**src/rtl/calc_op_sequencer.sv**
```systemverilog
// Multi-cycle add/sub/mul/div sequencer with a registered 2*WIDTH-bit answer and status.
// Define CALC_SEQ_DIV_EN to build the restoring divider; otherwise opcode 011 is invalid.
module calc_op_sequencer #(
  parameter int unsigned WIDTH = 16
) (
  input  logic                 clk,
  input  logic                 reset,
  input  logic                 start,
  input  logic                 clear,
  input  logic [WIDTH-1:0]     num1,
  input  logic [WIDTH-1:0]     num2,
  input  logic [2:0]           opcode,
  output logic                 busy,
  output logic                 done,
  output logic [2*WIDTH-1:0]   result,
  output logic                 error
);

  localparam int unsigned CW = $clog2(WIDTH + 1);
  localparam logic [CW-1:0] CntInit = CW'(WIDTH);
  localparam logic [CW-1:0] CntOne  = CW'(1);

  localparam logic [2:0] OpAdd = 3'b000;
  localparam logic [2:0] OpSub = 3'b001;
  localparam logic [2:0] OpMul = 3'b010;
`ifdef CALC_SEQ_DIV_EN
  localparam logic [2:0] OpDiv = 3'b011;
`endif

  typedef enum logic [1:0] {StIdle, StExec, StIter, StDone} state_e;

  state_e             state_q, state_d;
  logic [WIDTH-1:0]   a_q, a_d;
  logic [WIDTH-1:0]   b_q, b_d;
  logic [2:0]         op_q, op_d;
  logic [CW-1:0]      cnt_q, cnt_d;
  logic [2*WIDTH-1:0] prod_q, prod_d;
  logic [2*WIDTH-1:0] result_q, result_d;
  logic               error_q, error_d;

  logic               iter_start;
  logic [WIDTH:0]     mul_sum;
  logic [2*WIDTH-1:0] mul_step;
  logic [2*WIDTH-1:0] iter_step;

  // prod_q = {upper accumulator, multiplier}; shift right one bit per cycle.
  assign mul_sum  = {1'b0, prod_q[2*WIDTH-1:WIDTH]} + (prod_q[0] ? {1'b0, b_q} : '0);
  assign mul_step = {mul_sum, prod_q[WIDTH-1:1]};

`ifdef CALC_SEQ_DIV_EN
  logic [WIDTH:0]     div_shift;
  logic [WIDTH:0]     div_diff;
  logic               div_ge;
  logic [WIDTH-1:0]   div_rem;
  logic [2*WIDTH-1:0] div_step;

  // prod_q = {partial remainder, dividend/quotient}; quotient bits enter at the LSB.
  assign div_shift = {prod_q[2*WIDTH-1:WIDTH], prod_q[WIDTH-1]};
  assign div_diff  = div_shift - {1'b0, b_q};
  assign div_ge    = (div_shift >= {1'b0, b_q});
  assign div_rem   = div_ge ? div_diff[WIDTH-1:0] : div_shift[WIDTH-1:0];
  assign div_step  = {div_rem, prod_q[WIDTH-2:0], div_ge};
  assign iter_step = (op_q == OpDiv) ? div_step : mul_step;
  assign iter_start = (opcode == OpMul) || ((opcode == OpDiv) && (num2 != '0));
`else
  assign iter_step  = mul_step;
  assign iter_start = (opcode == OpMul);
`endif

  always_comb begin
    state_d  = state_q;
    a_d      = a_q;
    b_d      = b_q;
    op_d     = op_q;
    cnt_d    = cnt_q;
    prod_d   = prod_q;
    result_d = result_q;
    error_d  = error_q;
    unique case (state_q)
      StIdle: begin
        if (start && !clear) begin
          a_d     = num1;
          b_d     = num2;
          op_d    = opcode;
          error_d = 1'b0;
          cnt_d   = CntInit;
          prod_d  = {{WIDTH{1'b0}}, num1};
          state_d = iter_start ? StIter : StExec;
        end
      end
      StExec: begin
        if (clear) begin
          state_d = StIdle;
        end else begin
          state_d = StDone;
          case (op_q)
            OpAdd: result_d = {{WIDTH{1'b0}}, a_q} + {{WIDTH{1'b0}}, b_q};
            OpSub: result_d = {{WIDTH{1'b0}}, a_q} - {{WIDTH{1'b0}}, b_q};
`ifdef CALC_SEQ_DIV_EN
            // Only a zero divisor reaches EXEC with a divide opcode.
            OpDiv: begin
              result_d = {a_q, {WIDTH{1'b1}}};
              error_d  = 1'b1;
            end
`endif
            default: begin
              result_d = '0;
              error_d  = 1'b1;
            end
          endcase
        end
      end
      StIter: begin
        if (clear) begin
          state_d = StIdle;
        end else begin
          prod_d = iter_step;
          cnt_d  = cnt_q - CntOne;
          if (cnt_q == CntOne) begin
            result_d = iter_step;
            state_d  = StDone;
          end
        end
      end
      StDone: state_d = StIdle;
      default: state_d = StIdle;
    endcase
  end

  always_ff @(posedge clk or posedge reset) begin
    if (reset) begin
      state_q  <= StIdle;
      a_q      <= '0;
      b_q      <= '0;
      op_q     <= '0;
      cnt_q    <= '0;
      prod_q   <= '0;
      result_q <= '0;
      error_q  <= 1'b0;
    end else begin
      state_q  <= state_d;
      a_q      <= a_d;
      b_q      <= b_d;
      op_q     <= op_d;
      cnt_q    <= cnt_d;
      prod_q   <= prod_d;
      result_q <= result_d;
      error_q  <= error_d;
    end
  end

  assign busy   = (state_q != StIdle);
  assign done   = (state_q == StDone);
  assign result = result_q;
  assign error  = error_q;

endmodule

```
**config.mk**
```make
export PLATFORM = sky130hd
export DESIGN_NAME = calc_op_sequencer
export DESIGN_NICKNAME = d
export VERILOG_FILES = /design/src/rtl/calc_op_sequencer.sv
export SDC_FILE = /design/constraint.sdc
export NUM_CORES = 1
export LEC_CHECK = 0
export ABC_CLOCK_PERIOD_IN_PS = 5800
export CAP_MARGIN = 5
export CORE_ASPECT_RATIO = 0.6
export CORE_MARGIN = 1.5
export CORE_UTILIZATION = 25
export DETAILED_ROUTE_END_ITERATION = 6
export GPL_TIMING_DRIVEN = 0
export PLACE_DENSITY = 0.48
export SLEW_MARGIN = 20
export SYNTH_ARGS = -nofsm -noshare
export SYNTH_HDL_FRONTEND = slang
export SYNTH_SLANG_ARGS = --single-unit
```
**constraint.sdc**
```tcl
create_clock -name clk -period 5.8 [get_ports clk]
set_input_delay 1.16 -clock clk [delete_from_list [all_inputs] [get_ports clk]]
set_output_delay 1.16 -clock clk [all_outputs]
set_load 0.02 [all_outputs]
```
==> run_results.csv <==
group,metric,value,unit
floorplan,die_w,220,um
global_routing,gr-total-overflow,0,
logic_synthesis,synth.distinct_cells,75,
logic_synthesis,yosysTopAreaCell,"dfrtp_1",
logic_synthesis,syn_avg_cell_area,9.35,um2
hold_path,min_to,"prod_q[11]",
timing,max_freq,0.283,GHz
finish,area_growth,21.4,%
global_routing,grt_pass1_vias,5768,
logic_synthesis,synth_edf_count,0,
finish,drive_gt1_share,11.0,%
logic_synthesis,yosysWarningCount,0,
clock_network,path_clk_slew,0.08,ns
logic_synthesis,netlist_top_cells_count,"dfrtp_1, nand2_1, nor2_1, o21ai_0, ha_1",
routing,drtAntennaViolNets,0,
place,place_congestion,0.915,
timing,final-max-slew-violation-count,0,
logic_synthesis,ys.flop_type,"dfrtp_1",
global_routing,antenna_found_initial,0,
global_routing,grt_pass1_wl,36.6,mm
finish,n_antenna_cell,0,
timing,timing.slew.headroom,28.7,%
place,dpl_cell_area,8320,um2
clock_network,ctsLongestPathBuffers,2,
routing,avgRoutedWirePerCell,19.5,um
routing,viasPerCell,4.92,
hold_path,hp-start,"prod_q[11]",
floorplan,start_util,25.6,%
finish,nets,941,
worst_setup_path,crit_path_end_kind,"flip-flop",
timing,fin_ws,2.27,ns
hold_path,hp-class,"flip-flop to flip-flop",
logic_synthesis,synth_seq_cells,107,
logic_synthesis,yosys.area.top_type_share,37.7,%
timing,rsz0062_at_grt,"no",
finish,num-fill-cells,2961,
global_routing,grt_use_total,17.0,%
worst_setup_path,worstPathMaxFanout,10,
worst_setup_path,cp.arrival,3.77,ns
pwr,peakVddDrop,0.196,mV
floorplan,ios,74,
floorplan,design.core.area,27800,um2
hold_path,worstHoldPathCells,2,
clock_network,cts_tree,"yes",
routing,finalWirelength,23.7,mm
worst_setup_path,r2r_end,"result[30]",
timing,tns,0,ns
worst_setup_path,r2r_cells,10,
timing,setup_viol,0,
timing,finalHoldViolCount,0,
routing,vias,5987,
logic_synthesis,synthesis.nets,856,
clock_network,cts_resized,0,
timing,period_share,60.9,%
timing,fin_crit,3.53,ns
logic_synthesis,syn_inst,759,
floorplan,die_h,133,um
clock_network,cts_setup_buffers,0,
clock_network,hold_buffers,0,
worst_setup_path,critPathKind,"input pin to flip-flop",
pwr,p_total,5770,uW
clock_network,clock_latency,0.39,ns
pwr,p_leak,0.00367,uW
flow_run,cap_violations,0,
logic_synthesis,yosysSeqAreaShare,37.7,%
logic_synthesis,ys_top_cells_by_area,"dfrtp_1, ha_1, mux2_2",
routing,drc,6,
worst_setup_path,timing.rr.start,"prod_q[0]",
logic_synthesis,syn-cell-area,7100,um2
finish,stdcell_area,8610,um2
timing,worst_pin_slew,1.07,ns
routing,first_pass_iters,7,
clock_network,root_buffer,"clkbuf_16",
place,place_ws,1.89,ns
clock_network,cts_inserted_buffers,9,
clock_network,cts.sinks,107,
timing,hold_ws,0.489,ns
place,hpwl,18.1,mm
outcome,status,"finished, violations left",
logic_synthesis,yosysMostFrequentCell,"dfrtp_1",
global_routing,grt_max_degree,71,
floorplan,rows,47,
routing,dr.first_iter.drc_count,550,
floorplan,die_area,29400,um2
worst_setup_path,cp-start-kind,"input pin",
worst_setup_path,reg2reg_slack,2.46,ns
outcome,violations,"design-rule violations",
clock_network,htree_levels,3,
pwr,powerDensity,670,nW/um2
worst_setup_path,required,6.03,ns
place,port_buffers,73,
timing,finClkSkew,0.0147,ns
logic_synthesis,async_flop_share,100,%
[worst max path at each step]
stage	to	slack, ns	cells after the start	from
after detailed placement	prod_q[10]	1.89	8	clear
after floorplan	a_q[0]	1.82	1	reset
after CTS	prod_q[13]	2.30	8	clear
after global placement	result[12]	-0.16	2	reset
after global routing	prod_q[20]	1.98	9	clear
final	prod_q[20]	2.27	7	start
[per-layer routing]
layer,vias to the layer above,global-route usage (%),wire length (um)
met5,-,0,0
met1,2947,28.5,13400
met2,155,20.7,8670
met4,0,2.93,204
met3,16,4.32,1430
li1,2869,-,-
[power by group]
group	switching [uW]	internal [uW]	leakage (uW)	total, uW
Sequential	377	1110	0.00132	1490
Combinational	2100	1550	0.00222	3650
Clock	325	307	0.000129	632
[registers in the layout, summed over array words and instances, names as in the netlist]
name	count
prod_q	32
result	32
a_q	16
b_q	16
cnt_q	5
op_q	3
state_q	2
error	1
[through the flow]
stage | cells | utilization [%]
finish | 1216 | 31.0
global route | 1216 | 31.0
CTS | 1216 | 31.0
detailed placement | 1200 | 30.0
global placement | 1199 | 29.9
floorplan | 759 | -
[layout by cell type (no fill, tap or decap), types with 7 or more instances in the layout]
master             n
dfrtp_1          107
a21oi_1           48
nor2b_1            7
clkbuf_1          19
clkdlybuf4s50_1   73
a21o_1             8
o21ai_0           59
nand2_1           73
mux2_2            38
nand3_1           17
nor2_1            59
o31ai_1            7
mux2i_1           18
inv_1             45
nand4_1            7
a31oi_1           11
and2_1            17
nand2b_1           7
xor2_1             8
clkbuf_16          9
xnor2_1           19
ha_1              55
a221oi_1           8
[layout make-up]
class / count / area, um2 / area share, %
Buffer: 37 / 240 / 2.79
Clock buffer: 10 / 239 / 2.77
Clock inverter: 6 / 50.0 / 0.581
Inverter: 46 / 178 / 2.06
Multi-Input combinational cell: 569 / 4010 / 46.6
Sequential cell: 107 / 2680 / 31.1
Tap cell: 367 / 459 / 5.33
Timing Repair Buffer: 74 / 758 / 8.80
[cell families (layout without fill, tap and decap cells)]
group / Yosys count / after routing / synth area share (%)
and+or+nand+nor: 230 / 230 / 16.2
DFF: 107 / 107 / 37.7
adders and majority gates: 58 / 58 / 10.5
buffers and inverters: 83 / 173 / 5.82
muxes: 56 / 56 / 8.57
AOI/OAI and AO/OA: 198 / 198 / 17.8
xor gates and xnor gates: 27 / 27 / 3.33
[worst max-delay path: stages]
cell and delay [ns]:
clkdlybuf4s50_1 0.51, nand2b_1 0.15, nor3b_1 0.87, nor2_1 0.40, clkbuf_1 0.43, nand2_1 0.15, o21ai_0 0.10
(Power assumes the default switching activity.)
